## config.mk

```make
export PLATFORM = sky130hd
export DESIGN_NAME = pnr_trigger_gen
export DESIGN_NICKNAME = d
export VERILOG_FILES = /design/src/rtl/pnr_trigger_gen.sv
export SDC_FILE = /design/constraint.sdc
export NUM_CORES = 1
export LEC_CHECK = 0
export ABC_AREA = 0
export BUFFER_PORTS_ARGS = -buffer_cell sky130_fd_sc_hd__buf_2
export CORE_MARGIN = 2
export CORE_UTILIZATION = 55
export CTS_BUF_LIST = sky130_fd_sc_hd__clkbuf_8 sky130_fd_sc_hd__clkbuf_16
export DETAILED_ROUTE_END_ITERATION = 6
export GPL_TIMING_DRIVEN = 0
export PLACE_DENSITY_LB_ADDON = 0.05
export SETUP_SLACK_MARGIN = 0.2
export SLEW_MARGIN = 20
export SYNTH_ARGS = -nofsm -noshare
export SYNTH_HDL_FRONTEND = slang
export SYNTH_SLANG_ARGS = --single-unit
export TNS_END_PERCENT = 10
```

## constraint.sdc

```tcl
create_clock -name ADC_CLK -period 3.29 [get_ports ADC_CLK]
set_clock_uncertainty 0.1 [all_clocks]
set_input_delay 0.1645 -clock ADC_CLK [delete_from_list [all_inputs] [get_ports ADC_CLK]]
set_output_delay 0.1645 -clock ADC_CLK [all_outputs]
set_load 0.02 [all_outputs]
```

## src/rtl/pnr_trigger_gen.sv

```systemverilog
// ---------------------------------------------------------------------------
// pnr_trigger_gen : threshold-crossing trigger with delayed sample strobe
// Rev 1.0
// ---------------------------------------------------------------------------
`default_nettype none

module pnr_trigger_gen #(
  parameter int DW = 14,
  parameter int CW = 16
) (
  input  logic          ADC_CLK,
  input  logic          rstn_i,
  input  logic          enable_i,
  input  logic [DW-1:0] adc_i,
  input  logic [DW-1:0] trig_threshold_i,
  input  logic [CW-1:0] delay_cycles_i,
  input  logic [CW-1:0] holdoff_cycles_i,
  input  logic          cnt_clr_i,
  output logic          trigger,
  output logic          delayed_trigger,
  output logic          busy_o,
  output logic [31:0]   trig_count_o,
  output logic [15:0]   miss_count_o
);

  localparam logic [1:0] IDLE    = 2'd0;
  localparam logic [1:0] ARMED   = 2'd1;
  localparam logic [1:0] DELAY   = 2'd2;
  localparam logic [1:0] HOLDOFF = 2'd3;

  logic [1:0]           state;
  logic signed [DW-1:0] s_cur;
  logic signed [DW-1:0] s_prev;
  logic                 cross_r;
  logic [CW-1:0]        cnt;
  logic [CW-1:0]        hold_lat;
  logic                 crossing;
  logic                 fire;
  logic                 miss_ev;

  // The crossing flag is registered once more so trigger lands two edges after
  // the sample that first exceeds the threshold.
  assign crossing = (s_cur > $signed(trig_threshold_i)) &&
                    (s_prev <= $signed(trig_threshold_i));

  assign fire    = enable_i && (state == ARMED) && cross_r;
  assign miss_ev = enable_i && ((state == DELAY) || (state == HOLDOFF)) && cross_r;
  assign busy_o  = (state == DELAY) || (state == HOLDOFF);

  always_ff @(posedge ADC_CLK) begin
    if (!rstn_i) begin
      state           <= IDLE;
      s_cur           <= '0;
      s_prev          <= '0;
      cross_r         <= 1'b0;
      cnt             <= '0;
      hold_lat        <= '0;
      trigger         <= 1'b0;
      delayed_trigger <= 1'b0;
    end else begin
      s_cur           <= $signed(adc_i);
      s_prev          <= s_cur;
      cross_r         <= crossing;
      trigger         <= 1'b0;
      delayed_trigger <= 1'b0;
      if (!enable_i) begin
        state <= IDLE;
      end else begin
        case (state)
          IDLE: state <= ARMED;
          ARMED: begin
            if (cross_r) begin
              state    <= DELAY;
              trigger  <= 1'b1;
              cnt      <= (delay_cycles_i == '0) ? CW'(1) : delay_cycles_i;
              hold_lat <= holdoff_cycles_i;
            end
          end
          DELAY: begin
            if (cnt == CW'(1)) begin
              delayed_trigger <= 1'b1;
              state           <= HOLDOFF;
              cnt             <= hold_lat;
            end else begin
              cnt <= cnt - CW'(1);
            end
          end
          HOLDOFF: begin
            if (cnt == '0) state <= ARMED;
            else           cnt   <= cnt - CW'(1);
          end
          default: state <= IDLE;
        endcase
      end
    end
  end

  // Clear wins over a coincident event; the miss counter saturates.
  always_ff @(posedge ADC_CLK) begin
    if (!rstn_i) begin
      trig_count_o <= '0;
      miss_count_o <= '0;
    end else if (cnt_clr_i) begin
      trig_count_o <= '0;
      miss_count_o <= '0;
    end else begin
      if (fire)                                   trig_count_o <= trig_count_o + 32'd1;
      if (miss_ev && (miss_count_o != 16'hFFFF))  miss_count_o <= miss_count_o + 16'd1;
    end
  end

endmodule

`default_nettype wire

```

==> impl_table.tex, run 1 <==
\begin{tabular}{lr}
\hline
Metric & Value \\
\hline
\multicolumn{2}{l}{\textbf{STA}} \\
Setup repair after global routing missed its margin & no \\
Endpoints failing setup & 0 \\
Tightest Pin Transition & 0.697 ns \\
Tightest slew margin relative to the limit & 0.532 \\
Final period demand of the worst path & 2.83 ns \\
Final Hold Viols & 0 \\
Fin crit share & 0.861 \\
Maximum clock rate & 0.353 GHz \\
Pins over their slew limit & 0 \\
Post-Route Setup TNS & 0 ns \\
\multicolumn{2}{l}{\textbf{Synth}} \\
Synth Area per Inst & 8.80 um\^{}2 \\
Largest area contributor in the netlist & sky130\_fd\_sc\_hd\_\_dfxtp\_1 \\
Asr flop ratio synth & 0 \\
Number of synthesized flops with an enable pin & 0 \\
Synthesized netlist net count & 751 \\
Number of library cell types mapped by synthesis & 59 \\
Most instantiated library cell after synthesis & sky130\_fd\_sc\_hd\_\_dfxtp\_1 \\
Post-synth design cell area & 5730 um\^{}2 \\
Main synth FF type & sky130\_fd\_sc\_hd\_\_dfxtp\_1 \\
Sequential fraction of the synthesis area & 0.395 \\
Yosys warning total & 0 \\
Share of Yosys cell area claimed by the top area cell type & 0.395 \\
Most area-consuming cells after synthesis & sky130\_fd\_sc\_hd\_\_dfxtp\_1 40\%, sky130\_fd\_sc\_hd\_\_ha\_1 7.9\%, sky130\_fd\_sc\_hd\_\_nand2\_1 4.5\% \\
Flops \& latches, synth & 113 \\
Most numerous cell types in the synthesized netlist & 113 x sky130\_fd\_sc\_hd\_\_dfxtp\_1, 68 x sky130\_fd\_sc\_hd\_\_nand2\_1, 49 x sky130\_fd\_sc\_hd\_\_nor2\_1 \\
Synthesized netlist cell count & 651 \\
\multicolumn{2}{l}{\textbf{Cells and area}} \\
Nets@finish & 932 \\
ANT cells & 0 \\
Utilization of the core after routing & 0.745 \\
Final instance area & 7620 um\^{}2 \\
Filler cell count in the final layout & 768 \\
Fraction of layout instances using a drive strength above 1 & 0.207 \\
Filler-free cell count of the finished design & 981 \\
P\&R area growth vs syn & 33.0\% \\
\multicolumn{2}{l}{\textbf{Routing}} \\
Via density per instance & 5.58 \\
Vias & 5475 \\
Residual DRC count & 0 \\
Iteration count of the initial detailed-routing pass & 5 \\
Average wire per cell in the routed design & 15.4 um \\
Number of antenna-violating nets in the routed design & 0 \\
Number of DRC violations after detailed-routing iteration 0 & 273 \\
Wirelength, routed & 15100 um \\
\multicolumn{2}{l}{\textbf{Global route}} \\
Pin count of the biggest net entering global routing & 17 \\
Total Routing Usage GR & 0.278 \\
Overflow after GRT & 0 \\
Antenna violations before repair & 0 \\
Global-route wire length before repair & 25000 um \\
Via count of the first global-routing pass & 5470 \\
\multicolumn{2}{l}{\textbf{CTS}} \\
Htree depth & 4 \\
Clock tree from TritonCTS & built \\
TritonCTS Sinks & 113 \\
Clock root buffer & sky130\_fd\_sc\_hd\_\_clkbuf\_8 \\
Worst skew pair latency & 0.52 ns \\
Longest Clk Path Bufs & 2 \\
CTS resizes & 0 \\
Clock buffer count from CTS & 17 \\
CTS clk-pin slew, worst paths & 0.06 ns \\
\multicolumn{2}{l}{\textbf{Placed design}} \\
Routability congestion estimate & 0.900 \\
Detailed placement HPWL & 10300 um \\
Dpl cell area & 6470 um\^{}2 \\
Total placed cells including tap cells & 901 \\
IO buf count & 114 \\
\multicolumn{2}{l}{\textbf{Hold path}} \\
Class of the tightest hold or removal check & in2reg \\
\multicolumn{2}{l}{\textbf{Power and ir drop}} \\
Final Power & 3.89 mW \\
Static leakage power & 3.22 nW \\
Worst vdd ir & 0.000341 V \\
Power per Cell Area & 511 nW/um\^{}2 \\
\multicolumn{2}{l}{\textbf{Status}} \\
Outcome & completed \\
\multicolumn{2}{l}{\textbf{Die}} \\
Initial core utilization & 0.560 \\
Placement row count & 37 \\
Top Ports & 115 \\
DIE AREA & 11200 um\^{}2 \\
Standard cell core area & 10200 um\^{}2 \\
Chip height & 106 um \\
Chip Width & 106 um \\
\multicolumn{2}{l}{\textbf{Setup path}} \\
Crit-path max FO & 9 \\
Crit Path Category & reg2reg \\
Worst path arrival time & 3.19 ns \\
Kind of end point of the critical path & register \\
Critical path startpoint category & register \\
Required time worst endpoint & 3.65 ns \\
\multicolumn{2}{l}{\textbf{Flow run}} \\
Max-cap violations & 0 \\
\hline
\end{tabular}
-- final timing paths --
path,startpoint,end,slack [ns],cells after the start
hold reg to reg,hold_lat[0],hold_lat[0],0.37,2
hold / removal,delay_cycles_i[0],cnt[0],0.12,4
setup / recovery,state[0],cnt[4],0.46,8
setup reg to reg,state[0],cnt[4],0.46,8
-- sequential cells by signal, indices dropped and copies added, names as in the netlist --
| name | cells |
|---|---|
| state | 2 |
| miss_count_o | 16 |
| delayed_trigger | 1 |
| s_prev | 14 |
| cnt | 16 |
| trig_count_o | 32 |
| s_cur | 14 |
| cross_r | 1 |
| trigger | 1 |
| hold_lat | 16 |
-- cells in the final DEF (no fill, tap or decap), types with 8 or more instances in the layout --
master and count:
sky130_fd_sc_hd__a21boi_0 18, sky130_fd_sc_hd__nand3_1 21, sky130_fd_sc_hd__clkbuf_16 16, sky130_fd_sc_hd__nand2b_1 8
sky130_fd_sc_hd__dfxtp_1 113, sky130_fd_sc_hd__nand4_1 21, sky130_fd_sc_hd__a22oi_1 14, sky130_fd_sc_hd__xor2_1 12
sky130_fd_sc_hd__nor4_1 13, sky130_fd_sc_hd__nor3_1 14, sky130_fd_sc_hd__inv_1 32, sky130_fd_sc_hd__and2_1 30
sky130_fd_sc_hd__ha_1 36, sky130_fd_sc_hd__nor2_1 49, sky130_fd_sc_hd__or4_1 13, sky130_fd_sc_hd__nand2_1 68
sky130_fd_sc_hd__a21oi_1 19, sky130_fd_sc_hd__clkbuf_1 19, sky130_fd_sc_hd__o21ai_0 20, sky130_fd_sc_hd__xnor2_1 19
sky130_fd_sc_hd__a32o_1 13, sky130_fd_sc_hd__dlygate4sd3_1 48, sky130_fd_sc_hd__buf_2 118
-- kinds of logic (layout without fill, tap and decap cells) --
group           after synthesis  in the layout  share of synthesized area
flops                       113            113                      0.395
mux                           5              5                    0.00918
buf+inv                      61            255                     0.0496
compound gates              135            135                      0.173
simple gates                270            270                      0.248
fa+ha+maj                    36             36                     0.0787
xor+xnor                     31             31                     0.0474
-- report_power, final --
group	leakage, nW	internal (mW)	switching [mW]
Sequential	0.918	1.40	0.0240
Combinational	1.98	0.199	0.219
Clock	0.321	1.40	0.647
-- worst max-delay path: stages (launching register included) --
cell	delay [ns]
sky130_fd_sc_hd__dfxtp_1	0.39
sky130_fd_sc_hd__inv_1	0.08
sky130_fd_sc_hd__ha_1	0.27
sky130_fd_sc_hd__nor2_1	0.55
sky130_fd_sc_hd__inv_1	0.27
sky130_fd_sc_hd__a41oi_1	0.59
sky130_fd_sc_hd__a22oi_1	0.24
sky130_fd_sc_hd__o31ai_1	0.12
sky130_fd_sc_hd__a32o_1	0.17
-- through the flow --
stage	hold WS (ns)	setup slack [ns]
floorplan	0.192	0.997
global placement	0.270	0.659
detailed placement	0.275	0.569
CTS	0.0928	0.532
global route	0.144	0.232
finish	0.120	0.456
-- metal layers --
metal  vias up  global-route usage  share of wire
li1       2721                   -              -
met1      2532               0.340           0.44
met2       182               0.464           0.47
met3        40              0.0650          0.059
met4         0               0.128          0.026
met5         -                   0              0
-- what timing repair did --
item,in CTS,in global routing
setup endpoints to repair,0,0
hold buffers,48,0
endpoints found under the hold margin,49,0
setup buffers,0,0
-- cell type report --
cell class | instances | area (um^2) | area share
buffer | 29 | 164 | 0.0215
clock buffer | 18 | 428 | 0.0562
clock inverter | 14 | 236 | 0.0310
inverter | 32 | 120 | 0.0158
multi-input combinational | 477 | 3190 | 0.418
sequential | 113 | 2260 | 0.297
tap | 136 | 170 | 0.0223
timing repair buffer | 162 | 1050 | 0.138
Power figures use the tool's default switching activity.
==> run 2: changes to the inputs <==
--- a/config.mk
+++ b/config.mk
@@ -9,4 +9,6 @@
 export BUFFER_PORTS_ARGS = -buffer_cell sky130_fd_sc_hd__buf_2
+export CELL_PAD_IN_SITES_DETAIL_PLACEMENT = 1
+export CELL_PAD_IN_SITES_GLOBAL_PLACEMENT = 2
 export CORE_MARGIN = 2
-export CORE_UTILIZATION = 55
+export CORE_UTILIZATION = 33
 export CTS_BUF_LIST = sky130_fd_sc_hd__clkbuf_8 sky130_fd_sc_hd__clkbuf_16
==> constraint.sdc (replaced) <==
create_clock -name ADC_CLK -period 3.29 [get_ports ADC_CLK]
set_clock_uncertainty 0.1 [all_clocks]
set_input_delay 0.329 -clock ADC_CLK [delete_from_list [all_inputs] [get_ports ADC_CLK]]
set_output_delay 0.329 -clock ADC_CLK [all_outputs]
set_load 0.02 [all_outputs]
==> run 2 against run 1 <==
Effect of this change:
- routed wire length grew 16%
- final cell count rose by 4.1%
- register-to-register slack lost 0.07 ns
- die area up 64%
- first-iteration DRC count shrank 29%
- count of clock-buffer cells in the layout increased by 5
- via count down 4.2%
- utilization decreased by 33 points
- critical path type unchanged
- largest cell class unchanged
==> impl_table.tex, run 2 (same netlist as run 1, synthesis figures left out) <==
\begin{tabular}{lr}
\hline
Metric & Value \\
\hline
\multicolumn{2}{l}{\textbf{Setup path}} \\
Worst path arrival time & 3.16 ns \\
Kind of end point of the critical path & register \\
Worst path cell trace & inv\_1 -> ha\_1 -> nor2\_1 -> inv\_1 -> a41oi\_1 -> a22oi\_1 -> o31ai\_1 -> a32o\_1 \\
Crit-path max FO & 9 \\
Biggest cell delay along the critical path & 0.63 ns \\
Critical path startpoint category & register \\
Setup slack on the worst flop-to-flop path & 0.39 ns \\
Crit Path Category & reg2reg \\
Buf/Inv on CP & 2 \\
Master of the slowest instance on the critical path & sky130\_fd\_sc\_hd\_\_a41oi\_1 \\
Cell mode on critical path & sky130\_fd\_sc\_hd\_\_inv\_1 \\
Cell type group with the largest total delay on the critical path & compound AO/OA/AOI/OAI gates \\
Required time worst endpoint & 3.55 ns \\
\multicolumn{2}{l}{\textbf{STA}} \\
Endpoints failing setup & 0 \\
Hold slack final & 0.0147 ns \\
Final Hold Viols & 0 \\
Setup ws final & 0.389 ns \\
Maximum clock rate & 0.345 GHz \\
Tightest Pin Transition & 0.745 ns \\
Setup repair after global routing missed its margin & no \\
Post-Route Setup TNS & 0 ns \\
Final period demand of the worst path & 2.90 ns \\
Tightest slew margin relative to the limit & 0.500 \\
Pins over their slew limit & 0 \\
Fin crit share & 0.882 \\
\multicolumn{2}{l}{\textbf{CTS}} \\
Longest Clk Path Bufs & 2 \\
Clock root buffer & sky130\_fd\_sc\_hd\_\_clkbuf\_16 \\
CTS resizes & 0 \\
CTS clk-pin slew, worst paths & 0.05 ns \\
Worst skew pair latency & 0.42 ns \\
Clock buffer count from CTS & 17 \\
Hold-fix buffer count after cts & 0 \\
Htree depth & 4 \\
Postcts setup bufs & 0 \\
TritonCTS Sinks & 113 \\
Clock tree from TritonCTS & built \\
\multicolumn{2}{l}{\textbf{Die}} \\
Standard cell core area & 17100 um\^{}2 \\
Top Ports & 115 \\
Initial core utilization & 0.335 \\
Chip height & 136 um \\
DIE AREA & 18400 um\^{}2 \\
Placement row count & 48 \\
Chip Width & 136 um \\
\multicolumn{2}{l}{\textbf{Power and ir drop}} \\
Final Power & 3.66 mW \\
Static leakage power & 3.00 nW \\
Worst vdd ir & 0.000351 V \\
Power per Cell Area & 510 nW/um\^{}2 \\
\multicolumn{2}{l}{\textbf{Cells and area}} \\
P\&R area growth vs syn & 25.3\% \\
Nets@finish & 884 \\
Biggest register & trig\_count\_o \\
Filler cell count in the final layout & 2075 \\
Fraction of layout instances using a drive strength above 1 & 0.215 \\
Most common cell after layout, fill and taps aside & sky130\_fd\_sc\_hd\_\_buf\_2 \\
Filler-free cell count of the finished design & 1021 \\
Utilization of the core after routing & 0.419 \\
Final instance area & 7180 um\^{}2 \\
Number of flip-flops under the largest register name & 32 \\
Most used cells in the layout excluding fill and tap cells & 118 x sky130\_fd\_sc\_hd\_\_buf\_2, 113 x sky130\_fd\_sc\_hd\_\_dfxtp\_1, 68 x sky130\_fd\_sc\_hd\_\_nand2\_1 \\
\multicolumn{2}{l}{\textbf{Global route}} \\
Via count of the first global-routing pass & 5521 \\
Pin count of the biggest net entering global routing & 17 \\
Overflow after GRT & 0 \\
Global-route wire length before repair & 28000 um \\
Antenna violations before repair & 1 \\
Total Routing Usage GR & 0.196 \\
\multicolumn{2}{l}{\textbf{Placed design}} \\
Detailed placement HPWL & 13200 um \\
IO buf count & 114 \\
Post-place setup slack & 0.455 ns \\
Total placed cells including tap cells & 990 \\
Dpl cell area & 6590 um\^{}2 \\
Routability congestion estimate & 0.828 \\
\multicolumn{2}{l}{\textbf{Routing}} \\
Wirelength, routed & 17400 um \\
Vias & 5245 \\
Via density per instance & 5.14 \\
Residual DRC count & 0 \\
Number of DRC violations after detailed-routing iteration 0 & 193 \\
Average wire per cell in the routed design & 17.1 um \\
Iteration count of the initial detailed-routing pass & 5 \\
Number of antenna-violating nets in the routed design & 0 \\
\multicolumn{2}{l}{\textbf{Status}} \\
Outcome & completed \\
\multicolumn{2}{l}{\textbf{Flow run}} \\
Max-cap violations & 0 \\
\multicolumn{2}{l}{\textbf{Hold path}} \\
Class of the tightest hold or removal check & in2reg \\
\hline
\end{tabular}
-- run 2: changes by cell type in the layout (fill, tap and decap cells not counted) --
cell and delta:
sky130_fd_sc_hd__clkinv_4 -3, sky130_fd_sc_hd__clkbuf_16 +1, sky130_fd_sc_hd__diode_2 +1, sky130_fd_sc_hd__dlygate4sd3_1 -48, sky130_fd_sc_hd__inv_1 +2, sky130_fd_sc_hd__bufinv_16 -4, sky130_fd_sc_hd__clkbuf_8 +4, sky130_fd_sc_hd__clkinvlp_4 -2
-- run 2: cell type report --
type                       count  area, um^2  share of cell area
multi-input combinational    477        3190               0.444
sequential                   113        2260               0.315
tap                          225         282              0.0392
antenna                        1        2.50            0.000349
clock inverter                 7        82.6              0.0115
inverter                      32         120              0.0167
clock buffer                  23         508              0.0708
buffer                        29         164              0.0228
timing repair buffer         114         571              0.0795
-- run 2: worst paths after layout --
path | from | end | cells past startpoint
worst max-delay path | state[0] | cnt[4] | 8
worst min register to register | s_cur[11] | s_prev[11] | 1
worst min-delay path | adc_i[10] | s_cur[10] | 2
worst max register to register | state[0] | cnt[4] | 8
-- run 2: routing by layer --
layer	share of wire	global-route usage	wire [um]	vias up
met4	0.011	0.0619	196	2
met3	0.053	0.0524	920	17
li1	-	-	-	2624
met2	0.47	0.327	8170	100
met5	0.00075	0	13	-
met1	0.47	0.245	8120	2502
-- run 2: power breakdown --
group          internal [mW]  switching [mW]
sequential              1.40          0.0257
combinational          0.162           0.224
clock                   1.22           0.632
==> run 3: changes to the inputs <==
==> constraint.sdc (replaced) <==
create_clock -name ADC_CLK -period 3.29 [get_ports ADC_CLK]
set_clock_uncertainty 0.1 [all_clocks]
set_input_delay 0.1645 -clock ADC_CLK [delete_from_list [all_inputs] [get_ports ADC_CLK]]
set_output_delay 0.1645 -clock ADC_CLK [all_outputs]
set_load 0.02 [all_outputs]
==> run 3 against run 2 <==
Effect of this change:
- via count is 2.6% higher
- worst hold slack better by 0.011 ns
- die area stayed put
- sequential share of layout area is 1.3 points lower
- flip-flop and latch count stayed put
- clock power hardly changed
- fmax is 0.36% higher
- register-to-register slack hardly changed
- global-route usage is 0.40 points higher
==> impl_table.tex, run 3 (same netlist as run 1, synthesis figures left out) <==
\begin{tabular}{lr}
\hline
Metric & Value \\
\hline
\multicolumn{2}{l}{\textbf{STA}} \\
Setup repair after global routing missed its margin & no \\
Endpoints failing setup & 0 \\
Fin crit share & 0.879 \\
Pins over their slew limit & 0 \\
Hold slack final & 0.0254 ns \\
Final period demand of the worst path & 2.89 ns \\
Tightest Pin Transition & 0.738 ns \\
Post-Route Setup TNS & 0 ns \\
Tightest slew margin relative to the limit & 0.504 \\
Maximum clock rate & 0.346 GHz \\
Final Hold Viols & 0 \\
\multicolumn{2}{l}{\textbf{Routing}} \\
Met2 routed wirelength & 8390 um \\
Number of DRC violations after detailed-routing iteration 0 & 198 \\
Top sig layer & met4 \\
Residual DRC count & 0 \\
Average wire per cell in the routed design & 16.9 um \\
Number of antenna-violating nets in the routed design & 0 \\
DRT met1 WL & 8290 um \\
Via density per instance & 5.12 \\
Wirelength, routed & 17800 um \\
Detailed-routed wire length on met3 & 860 um \\
Iteration count of the initial detailed-routing pass & 4 \\
Vias & 5383 \\
\multicolumn{2}{l}{\textbf{Cells and area}} \\
ANT cells & 0 \\
Nets@finish & 916 \\
Biggest register & trig\_count\_o \\
Fraction of layout instances using a drive strength above 1 & 0.207 \\
P\&R area growth vs syn & 30.9\% \\
Most common cell after layout, fill and taps aside & sky130\_fd\_sc\_hd\_\_buf\_2 \\
Number of flip-flops under the largest register name & 32 \\
Most used cells in the layout excluding fill and tap cells & 118 x sky130\_fd\_sc\_hd\_\_buf\_2, 113 x sky130\_fd\_sc\_hd\_\_dfxtp\_1, 68 x sky130\_fd\_sc\_hd\_\_nand2\_1 \\
\multicolumn{2}{l}{\textbf{CTS}} \\
Clock buffer count from CTS & 17 \\
TritonCTS Sinks & 113 \\
CTS clk-pin slew, worst paths & 0.05 ns \\
Clock tree from TritonCTS & built \\
Postcts setup bufs & 0 \\
Clock root buffer & sky130\_fd\_sc\_hd\_\_clkbuf\_16 \\
Longest Clk Path Bufs & 2 \\
Worst skew pair latency & 0.42 ns \\
Hold-fix buffer count after cts & 32 \\
Htree depth & 4 \\
CTS resizes & 0 \\
\multicolumn{2}{l}{\textbf{Flow run}} \\
Max-cap violations & 0 \\
\multicolumn{2}{l}{\textbf{Setup path}} \\
Required time worst endpoint & 3.55 ns \\
Kind of end point of the critical path & register \\
Worst path arrival time & 3.15 ns \\
Crit Path Category & reg2reg \\
Critical path startpoint category & register \\
Crit-path max FO & 9 \\
\multicolumn{2}{l}{\textbf{Global route}} \\
Antenna violations before repair & 0 \\
Via count of the first global-routing pass & 5689 \\
Total Routing Usage GR & 0.199 \\
Overflow after GRT & 0 \\
Pin count of the biggest net entering global routing & 17 \\
Global-route wire length before repair & 28600 um \\
\multicolumn{2}{l}{\textbf{Power and ir drop}} \\
Internal Power & 2.80 mW \\
Final Power & 3.69 mW \\
Static leakage power & 3.13 nW \\
Sequential share of power & 0.387 \\
Switching Power & 0.886 mW \\
Power per Cell Area & 492 nW/um\^{}2 \\
Gate power share & 0.113 \\
Clock network fraction of total power & 0.500 \\
Switching share of total power & 0.240 \\
Worst vdd ir & 0.000351 V \\
\multicolumn{2}{l}{\textbf{Placed design}} \\
Detailed placement HPWL & 13200 um \\
Routability congestion estimate & 0.828 \\
IO buf count & 114 \\
\multicolumn{2}{l}{\textbf{Die}} \\
DIE AREA & 18400 um\^{}2 \\
Standard cell core area & 17100 um\^{}2 \\
Chip height & 136 um \\
Chip Width & 136 um \\
Top Ports & 115 \\
Placement row count & 48 \\
Initial core utilization & 0.335 \\
\multicolumn{2}{l}{\textbf{Status}} \\
Outcome & completed \\
\multicolumn{2}{l}{\textbf{Hold path}} \\
Class of the tightest hold or removal check & in2reg \\
\hline
\end{tabular}
-- run 3: changes by cell type in the layout (fill, tap and decap cells not counted) --
cell and change:
sky130_fd_sc_hd__dlygate4sd3_1 +32, sky130_fd_sc_hd__diode_2 -1
-- run 3: layout make-up --
class	count	area, um^2
Clock inverter	7	82.6
Timing Repair Buffer	146	891
Fill cell	2073	9620
Inverter	32	120
Multi-Input combinational cell	477	3190
Sequential cell	113	2260
Tap cell	225	282
Buffer	29	164
Clock buffer	23	508
-- run 3: worst paths after layout --
check                           slack, ns       from  cells after the start               to
worst max register to register       0.40   state[0]                      8           cnt[4]
worst max-delay path                 0.40   state[0]                      8           cnt[4]
worst min register to register       0.37  s_cur[11]                      1       s_prev[11]
worst min-delay path                 0.03   enable_i                      3  delayed_trigger
-- run 3: routing by layer --
layer,up-vias,global-route usage
met4,0,0.0619
met3,21,0.0479
li1,2684,-
met5,-,0
met2,115,0.338
met1,2563,0.250
-- run 3: power by group through the flow --
| stage | combinational [mW] | sequential [mW] | clock, mW |
|---|---|---|---|
| finish | 0.417 | 1.43 | 1.85 |
| floorplan | 0.255 | 1.45 | 0 |
| global route | 0.464 | 1.43 | 1.95 |
| CTS | 0.420 | 1.43 | 1.90 |
| detailed placement | 0.386 | 1.46 | 0 |
| global placement | 0.373 | 1.45 | 0 |
-- run 3: worst max-delay path, cell delays in order (launching register included) --
cell and delay, ns:
sky130_fd_sc_hd__dfxtp_1 0.38, sky130_fd_sc_hd__inv_1 0.08, sky130_fd_sc_hd__ha_1 0.29, sky130_fd_sc_hd__nor2_1 0.54
sky130_fd_sc_hd__inv_1 0.28, sky130_fd_sc_hd__a41oi_1 0.64, sky130_fd_sc_hd__a22oi_1 0.25, sky130_fd_sc_hd__o31ai_1 0.11
sky130_fd_sc_hd__a32o_1 0.16
-- run 3: stage by stage --
step                      setup WS (ns)  std cells   util  cell area, um^2
after floorplan                   0.997        651      -             5730
after global placement            0.580        990  0.384             6580
after detailed placement          0.455        990  0.385             6590
after CTS                         0.417       1052  0.438             7500
after global routing              0.209       1052  0.438             7500
final                             0.399       1052  0.438             7500
